==> src/rtl/regfile_multiport.sv <==
// rtl/regfile_multiport.sv - parametrised 3-read/1-write register file with hardware clear sequencer
// Optional feature macro: REGFILE_BYPASS_EN (write-to-read bypass on same-cycle address match).
module regfile_multiport #(
    parameter int DATA_W   = 16,
    parameter int ADDR_W   = 4,
    parameter int ZERO_REG = 0
) (
    input  logic              clk,
    input  logic              rst,
    input  logic              regread,
    input  logic              regwrite,
    input  logic [ADDR_W-1:0] readregsrc1,
    input  logic [ADDR_W-1:0] readregsrc2,
    input  logic [ADDR_W-1:0] readregsrc3,
    input  logic [ADDR_W-1:0] regwritedst,
    input  logic [DATA_W-1:0] writedata,
    output logic [DATA_W-1:0] a,
    output logic [DATA_W-1:0] b,
    output logic [DATA_W-1:0] c,
    output logic              rvalid,
    output logic              busy,
    output logic              drop
);
    localparam int DEPTH = 2 ** ADDR_W;

    typedef enum logic {CLEAR, RUN} state_t;

    state_t            state;
    state_t            state_nxt;
    logic [ADDR_W-1:0] idx;
    logic [DATA_W-1:0] mem [DEPTH];
    logic              wr_en;
    logic              last_idx;

    assign last_idx = &idx;
    assign busy     = (state == CLEAR);
    assign wr_en    = regwrite && !((ZERO_REG != 0) && (regwritedst == '0));

    always_comb begin
        state_nxt = state;
        case (state)
            CLEAR:   if (last_idx) state_nxt = RUN;
            RUN:     state_nxt = RUN;
            default: state_nxt = CLEAR;
        endcase
    end

    always_ff @(posedge clk) begin
        if (rst) begin
            state <= CLEAR;
            idx   <= '0;
        end else begin
            state <= state_nxt;
            if (state == CLEAR) idx <= idx + 1'b1;
        end
    end

    // Read-port mux: zero register masking first, then optional bypass, else memory.
    function automatic logic [DATA_W-1:0] rd(input logic [ADDR_W-1:0] addr);
        logic [DATA_W-1:0] v;
        v = mem[addr];
`ifdef REGFILE_BYPASS_EN
        if (regwrite && (addr == regwritedst)) v = writedata;
`endif
        if ((ZERO_REG != 0) && (addr == '0)) v = '0;
        return v;
    endfunction

    always_ff @(posedge clk) begin
        if (!rst) begin
            if (state == CLEAR)
                mem[idx] <= '0;
            else if (wr_en)
                mem[regwritedst] <= writedata;
        end
    end

    always_ff @(posedge clk) begin
        if (rst) begin
            a      <= '0;
            b      <= '0;
            c      <= '0;
            rvalid <= 1'b0;
            drop   <= 1'b0;
        end else if (state == CLEAR) begin
            rvalid <= 1'b0;
            drop   <= regread | regwrite;
        end else begin
            drop   <= 1'b0;
            rvalid <= regread;
            if (regread) begin
                a <= rd(readregsrc1);
                b <= rd(readregsrc2);
                c <= rd(readregsrc3);
            end
        end
    end
endmodule

==> config.mk <==
export PLATFORM = sky130hd
export DESIGN_NAME = regfile_multiport
export DESIGN_NICKNAME = d
export VERILOG_FILES = /design/src/rtl/regfile_multiport.sv
export SDC_FILE = /design/constraint.sdc
export NUM_CORES = 1
export LEC_CHECK = 0
export BUFFER_PORTS_ARGS = -buffer_cell sky130_fd_sc_hd__buf_4
export CAP_MARGIN = 40
export CORE_MARGIN = 2
export CORE_UTILIZATION = 53
export CTS_BUF_LIST = sky130_fd_sc_hd__clkbuf_8
export CTS_CLUSTER_DIAMETER = 80
export DETAILED_ROUTE_END_ITERATION = 16
export PLACE_DENSITY = 0.79
export SLEW_MARGIN = 20
export SYNTH_ARGS = -nofsm -noshare
export SYNTH_HDL_FRONTEND = slang
export SYNTH_SLANG_ARGS = --single-unit
export TNS_END_PERCENT = 100
==> constraint.sdc <==
create_clock -name clk -period 4.1 [get_ports clk]
set_input_delay 0 -clock clk [delete_from_list [all_inputs] [get_ports clk]]
set_output_delay 0 -clock clk [all_outputs]
set_load 0.02 [all_outputs]
==> results of run 1 <==
[layout make-up]
class / instances / area [µm²]
clock buffer: 55 / 757.0
clock inverter: 37 / 254.0
fill: 2145 / 11610
inverter: 4 / 15.01
multi-input combinational: 533 / 6598
sequential: 311 / 8788
tap: 390 / 488.0
timing repair buffer: 128 / 1125
[state kept, by name, summed over array words and instances (netlist names)]
| name | cells |
|---|---|
| a | 16 |
| b | 16 |
| c | 16 |
| drop | 1 |
| idx | 4 |
| mem | 256 |
| rvalid | 1 |
| state | 1 |
[critical path, stage by stage (launching register included)]
cell	delay (ps)
dfxtp_1	680
and3b_1	510
buf_4	280
mux2i_1	250
nand2_1	170
nor2_2	600
buf_8	240
[cell families after synthesis]
group           synth area share (%)
compound gates                 5.916
xor+xnor                      0.1650
fa+ha+maj                    0.07855
buf+inv                        3.724
flops                          55.19
mux                            31.80
simple gates                   3.127
[timing repair]
| item | CTS | global route |
|---|---|---|
| setup endpoints to repair | 0 | 0 |
| hold buffers | 6 | 0 |
| endpoints found under the hold margin | 12 | 0 |
[metal layers]
metal	routed length, µm	vias to the layer above
met5	0	-
li1	-	4123
met1	16390	5151
met2	20260	713
met3	5344	117
met4	1749	0
[metrics by stage]
stage               setup slack [ps]  utilization [%]  power [W]  area [µm²]  instances
floorplan                       1802                -   0.003905       15930        932
global placement                1091            56.43   0.004035       16720       1346
detailed placement              1133            57.20   0.004055       16950       1360
CTS                             1102            60.82   0.006717       18020       1458
global route                   900.0            60.82   0.006896       18020       1458
finish                          1060            60.82   0.006704       18020       1458
[power groups by stage]
stage | Combinational (W) | Clock, W | Sequential (W)
global placement | 0.000526 | 0 | 0.00351
global route | 0.000578 | 0.00287 | 0.00345
floorplan | 0.000402 | 0 | 0.00350
detailed placement | 0.000543 | 0 | 0.00351
finish | 0.000557 | 0.00270 | 0.00345
CTS | 0.000551 | 0.00272 | 0.00345
[placed cells by master, fill, tap and decap left out, types with 3 or more instances in the layout]
cell type      instances
a21oi_1                3
a221oi_1              31
a22oi_1               46
a31oi_1                4
and2_1                20
buf_12                 3
buf_4                106
buf_6                  3
buf_8                  8
bufinv_16              4
clkbuf_8              55
clkinv_1              10
clkinv_2               5
dfxtp_1               55
dlygate4sd3_1          6
edfxtp_1             256
inv_1                 21
mux2_2                48
mux2i_1               84
mux4_1                22
mux4_2               129
mux4_4                 8
nand2_1               37
nor2_1                 8
nor2_2                16
nor2b_1                3
o21ai_0               29
o21ai_1               17
[final timing paths]
check	start	endpoint	slack [ps]	depth (start not counted)
worst min register to register	c[9]	c[9]	500	2
worst max-delay path	state	mem[11][12]	1060	6
worst min-delay path	writedata[1]	mem[10][1]	50	2
worst max register to register	state	mem[11][12]	1060	6
==> summary.txt, run 1 <==
Clock network
  • Number of buffers created by CTS: 50
  • Clock transition at the registers of the reported paths: roughly 70 ps
  • Maximum buffer depth of the clock tree: 3
  • Clock tree from TritonCTS: yes
  • Clock latency reported for the late side of the worst-skew pair: approximately 580 ps
  • Total of cells resized after clock tree synthesis: 0
  • TritonCTS Sinks: about 310
  • Post-CTS Setup Repair Bufs: 0
  • Number of levels the H-tree was split into: 2
  • Clock root buffer: clkbuf_8

Synthesis
  • Number of distinct standard cells referenced by the synthesized netlist: 45
  • Leading area contributor after synthesis: edfxtp_1
  • Share of async-settable or async-resettable flops after synthesis: 0%
  • Total number of yosys warnings: 0
  • Synth top area cells: edfxtp_1 (48%), mux4_2 (18%), dfxtp_1 (6.9%)
  • Fraction of synthesized cell area taken by the top area cell type: about half
  • Total nets after synthesis: approximately 970
  • Cell area after technology mapping: 15930 µm²
  • Sequential-to-total area share from yosys stat: 55.19%
  • Commonest cells post-synth: edfxtp_1 (256), mux4_2 (129), mux2i_1 (84)
  • Mapped Cells: 932
  • Number of synthesized register bits: 311
  • Most common flop cell mapped by yosys: edfxtp_1
  • Count of flip-flops with a built-in enable after synthesis: 256
  • Library cell with the highest instance count after synthesis: edfxtp_1
  • Mean instance size in the synthesized netlist: 17.09 µm²

Timing
  • Worst hold slack: 54.22 ps
  • Fin. Hold Viols: 0
  • Max-slew violations: 0
  • Setup TNS after final layout: 0 ps
  • Max-slew headroom: 42.12%
  • Final worst-path cycle share: 74.14%
  • Unrepaired setup endpoints after global routing: no
  • Total setup violations reported at the end of the flow: 0
  • Setup clock skew after layout: 22.46 ps
  • Timing-limited maximum frequency: ~0.33 GHz
  • Min cycle time layout: 3040 ps
  • Worst Tran Pin Value: just under 900 ps

Setup path
  • Crit end category: flop
  • Req. time, crit path: 4370 ps
  • Startpoint type of the worst setup path: flop
  • Critical-path maximum fanout: 15
  • Data arrival time of the worst path: 3310 ps
  • Setup Crit Path Kind: flop to flop

Global route
  • Met3 routing resource usage after global routing: ~7.9%
  • Most used routing layer: met2
  • Largest net degree at the start of global routing: 81
  • Remaining global-route overflow: 0
  • Number of global-route vias before repair: ~10k
  • Initial antenna violation count: 0
  • Total track usage: 28.48%
  • Met2 usage in global routing: 44.37%
  • Met1 routing resource usage after global routing: 38.26%
  • Global-route wire length before repair: approximately 65000 µm

Flow run
  • Max Cap Violations: 0

Die
  • Number of primary I/O pins: 87
  • Core Box Area: about 30000 µm²
  • Cell Rows: between 60 and 70
  • Floorplan die area: 31450 µm²
  • Chip width: 177.3 µm
  • Initial core utilization: 53.73%
  • Die Height: between 150 and 200 µm

Layout
  • Net count reported at finish: 1065
  • Ratio of cells with drive above 1 in the final layout: 36.61%
  • Layout-stage area growth over the synthesis result: 13.18%
  • Inserted Diodes: 0

Drt
  • Per-cell via count in the routed design: 6.930
  • Routed length per instance: approximately 30 µm
  • Overall routed net length: 43750 µm
  • 1st-pass router iterations: 5
  • Initial detailed-routing violation count: roughly 1.3k
  • Number of routed nets with antenna violations: 0
  • Number of remaining DRC errors: 0
  • Count of vias placed by the detailed router: 10.10k

Power and ir drop
  • Sw Ratio: 22.89%
  • PwrDens: 371.9 nW/µm²
  • Logic pwr share: 8.3%
  • VDD IR max: around 0.24 mV
  • Leakage power: 6.081 nW
  • Cell internal pwr: 0.005170 W
  • Clock share of power: 40.3%
  • Psw: between 0.0015 and 0.002 W
  • Portion of total power attributed to sequential cells: 51.4%

Placement
  • Last weighted congestion value of the routability-driven placer: approximately 0.84
  • Count of buffers inserted at the top-level ports: between 80 and 90
  • Detailed-placement wirelength estimate: 28090 µm

Worst hold path
  • Type of the worst min-delay path: primary input to flop

Status
  • Status: complete, no violations
Note: power is estimated with default switching activity, not from simulation.
==> run 2: changes to the inputs <==
--- a/config.mk
+++ b/config.mk
@@ -12,7 +12,7 @@
 export CTS_BUF_LIST = sky130_fd_sc_hd__clkbuf_8
 export CTS_CLUSTER_DIAMETER = 80
 export DETAILED_ROUTE_END_ITERATION = 16
-export PLACE_DENSITY = 0.79
+export PLACE_DENSITY = 0.81
 export SLEW_MARGIN = 20
 export SYNTH_ARGS = -nofsm -noshare
 export SYNTH_HDL_FRONTEND = slang
==> constraint.sdc (replaced) <==
create_clock -name clk -period 2.6 [get_ports clk]
set_input_delay 0 -clock clk [delete_from_list [all_inputs] [get_ports clk]]
set_output_delay 0 -clock clk [all_outputs]
set_load 0.02 [all_outputs]
==> run 2 against run 1 <==
Non-clock buffer count grew 29; clock power grew 57%; first-iteration DRC count is 19% higher; clock-buffer cell count increased by 1; clock skew shrank 0.91 ps; combinational power rose by 62%; global-route usage grew 1.4 points; register-to-register slack got worse by 770 ps; sequential cell count unchanged; fmax grew 31%.
==> summary.txt, run 2 (synthesized netlist as in run 1, its figures left out) <==
Placement
  • Count of buffers inserted at the top-level ports: 86
  • Last weighted congestion value of the routability-driven placer: between 0.8 and 0.9
  • Count of placed standard cells including taps: 1389
  • Detailed-placement wirelength estimate: ~30000 µm

Drt
  • Number of remaining DRC errors: 0
  • Overall routed net length: 45690 µm
  • Count of vias placed by the detailed router: 10.50k
  • Initial detailed-routing violation count: 1553
  • Routed length per instance: 30.64 µm
  • Per-cell via count in the routed design: approximately 7
  • 1st-pass router iterations: 5
  • Number of routed nets with antenna violations: 0

Timing
  • Setup clock skew after layout: around 22 ps
  • Unrepaired setup endpoints after global routing: no
  • Timing-limited maximum frequency: 0.4324 GHz
  • Max-slew violations: 0
  • Worst Tran Pin Value: 696.5 ps
  • Fin. Hold Viols: 0
  • Final worst-path cycle share: 88.94%
  • Total setup violations reported at the end of the flow: 0
  • Worst hold slack: 35.06 ps
  • Min cycle time layout: 2312 ps
  • Setup TNS after final layout: 0 ps
  • Max-slew headroom: 53.35%

Global route
  • Initial antenna violation count: 2
  • Total track usage: 29.90%
  • Number of global-route vias before repair: roughly 10k
  • Remaining global-route overflow: 0
  • Global-route wire length before repair: slightly below 70000 µm
  • Largest net degree at the start of global routing: 49

Power and ir drop
  • VDD IR max: 0.3176 mV
  • PwrDens: 580.9 nW/µm²
  • Power after layout: 0.01058 W
  • Leakage power: 6.192 nW

Die
  • Number of primary I/O pins: 87
  • Die Height: ~180 µm
  • Initial core utilization: between 50% and 60%
  • Core Box Area: 29640 µm²
  • Floorplan die area: between 30000 and 40000 µm²
  • Cell Rows: 63
  • Chip width: 177.3 µm

Setup path
  • Crit end category: flop
  • Critical-path top delay cell: and3b_1
  • Critical-path maximum fanout: 12
  • Startpoint type of the worst setup path: flop
  • Most common cell on crit path: buf_4
  • Data arrival time of the worst path: about 2600 ps
  • Buffer and inverter count on the worst path: 2
  • Req. time, crit path: 2880 ps
  • CP cell instances: and3b_1, buf_4, mux2i_1, nand2_1, nor2_2, buf_4
  • Delay-heaviest family, CP: simple AND/OR/NAND/NOR gates
  • Setup Crit Path Kind: flop to flop
  • Largest stage delay on the critical path: 370 ps

Clock network
  • Clock transition at the registers of the reported paths: ~70 ps
  • TritonCTS Sinks: 311
  • Clock latency reported for the late side of the worst-skew pair: ~590 ps
  • Maximum buffer depth of the clock tree: 3
  • Number of buffers created by CTS: 50
  • Clock root buffer: clkbuf_8
  • Post-CTS Setup Repair Bufs: 0
  • Number of levels the H-tree was split into: 2
  • Clock tree from TritonCTS: yes

Flow run
  • Max Cap Violations: 0

Layout
  • Non-Filler Instances: 1491
  • Ratio of cells with drive above 1 in the final layout: 38.76%
  • Filler instances: 2136
  • Most common library cell in the layout ignoring fill and taps: edfxtp_1
  • Net count reported at finish: approximately 1.1k
  • Flip-flop count of the largest register, all copies and words added: 256
  • Most frequent cells in the layout: edfxtp_1 (256), buf_4 (140), mux4_2 (129), mux2i_1 (84), clkbuf_8 (56)
  • Largest register by flop count: mem
  • Layout-stage area growth over the synthesis result: 14.34%

Status
  • Status: complete, no violations

Worst hold path
  • Type of the worst min-delay path: primary input to flop
run 2: cell count changes in the layout (fill, tap and decap cells not counted), sizes merged:
cell	delta
buf	+29
bufinv	-2
clkbuf	+1
clkinv	+8
clkinvlp	+2
diode	+2
inv	-7
run 2: cell type report:
cell class	instances	area, µm²	area share [%]
sequential	311	8788	48.27
tap	390	488.0	2.680
clock inverter	38	220.2	1.209
inverter	4	15.01	0.08246
timing repair buffer	157	1326	7.284
multi-input combinational	533	6595	36.22
clock buffer	56	770.7	4.233
antenna	2	5.005	0.02749
run 2: report_power, final:
group | switching [W] | internal, W | total [W]
logic | 0.000459 | 0.000447 | 0.000905
clock network | 0.00205 | 0.00219 | 0.00423
registers | 0.0000486 | 0.00539 | 0.00544
run 2: what timing repair did:
| item | 4_1_cts | 5_1_grt |
|---|---|---|
| hold buffers | 6 | 0 |
| endpoints found under the hold margin | 23 | 0 |
| resized for setup | 0 | 0 |
run 2: path summary, 6_finish.rpt:
path	from	to	slack, ps	depth (start not counted)
setup / recovery	state	mem[0][10]	290	6
hold / removal	writedata[5]	mem[0][5]	40	2
setup reg to reg	state	mem[0][10]	290	6
hold reg to reg	c[13]	c[13]	500	2
run 2: layer usage:
| metal | vias up | track usage [%] | wire length, µm |
|---|---|---|---|
| li1 | 4190 | - | - |
| met1 | 5276 | 40.69 | 16580 |
| met2 | 862 | 46.06 | 20940 |
| met3 | 167 | 7.755 | 6030 |
| met4 | 0 | 12.88 | 2144 |
| met5 | - | 0 | 0 |
run 2: per-stage QoR:
step	area [µm²]	utilization (%)	setup WS (ps)
floorplan	15930	-	302.1
finish	18210	61.44	287.5
global route	18200	61.42	227.6
CTS	18200	61.42	368.2
global placement	17140	57.82	529.3
detailed placement	17150	57.87	395.8
run 2: worst register-to-register path, delay by kind of cell (launching register included):
| family | cells | cell delay (ps) |
|---|---|---|
| buffers and inverters | 2 | 530 |
| DFF | 1 | 330 |
| muxes | 1 | 270 |
| and+or+nand+nor | 3 | 870 |
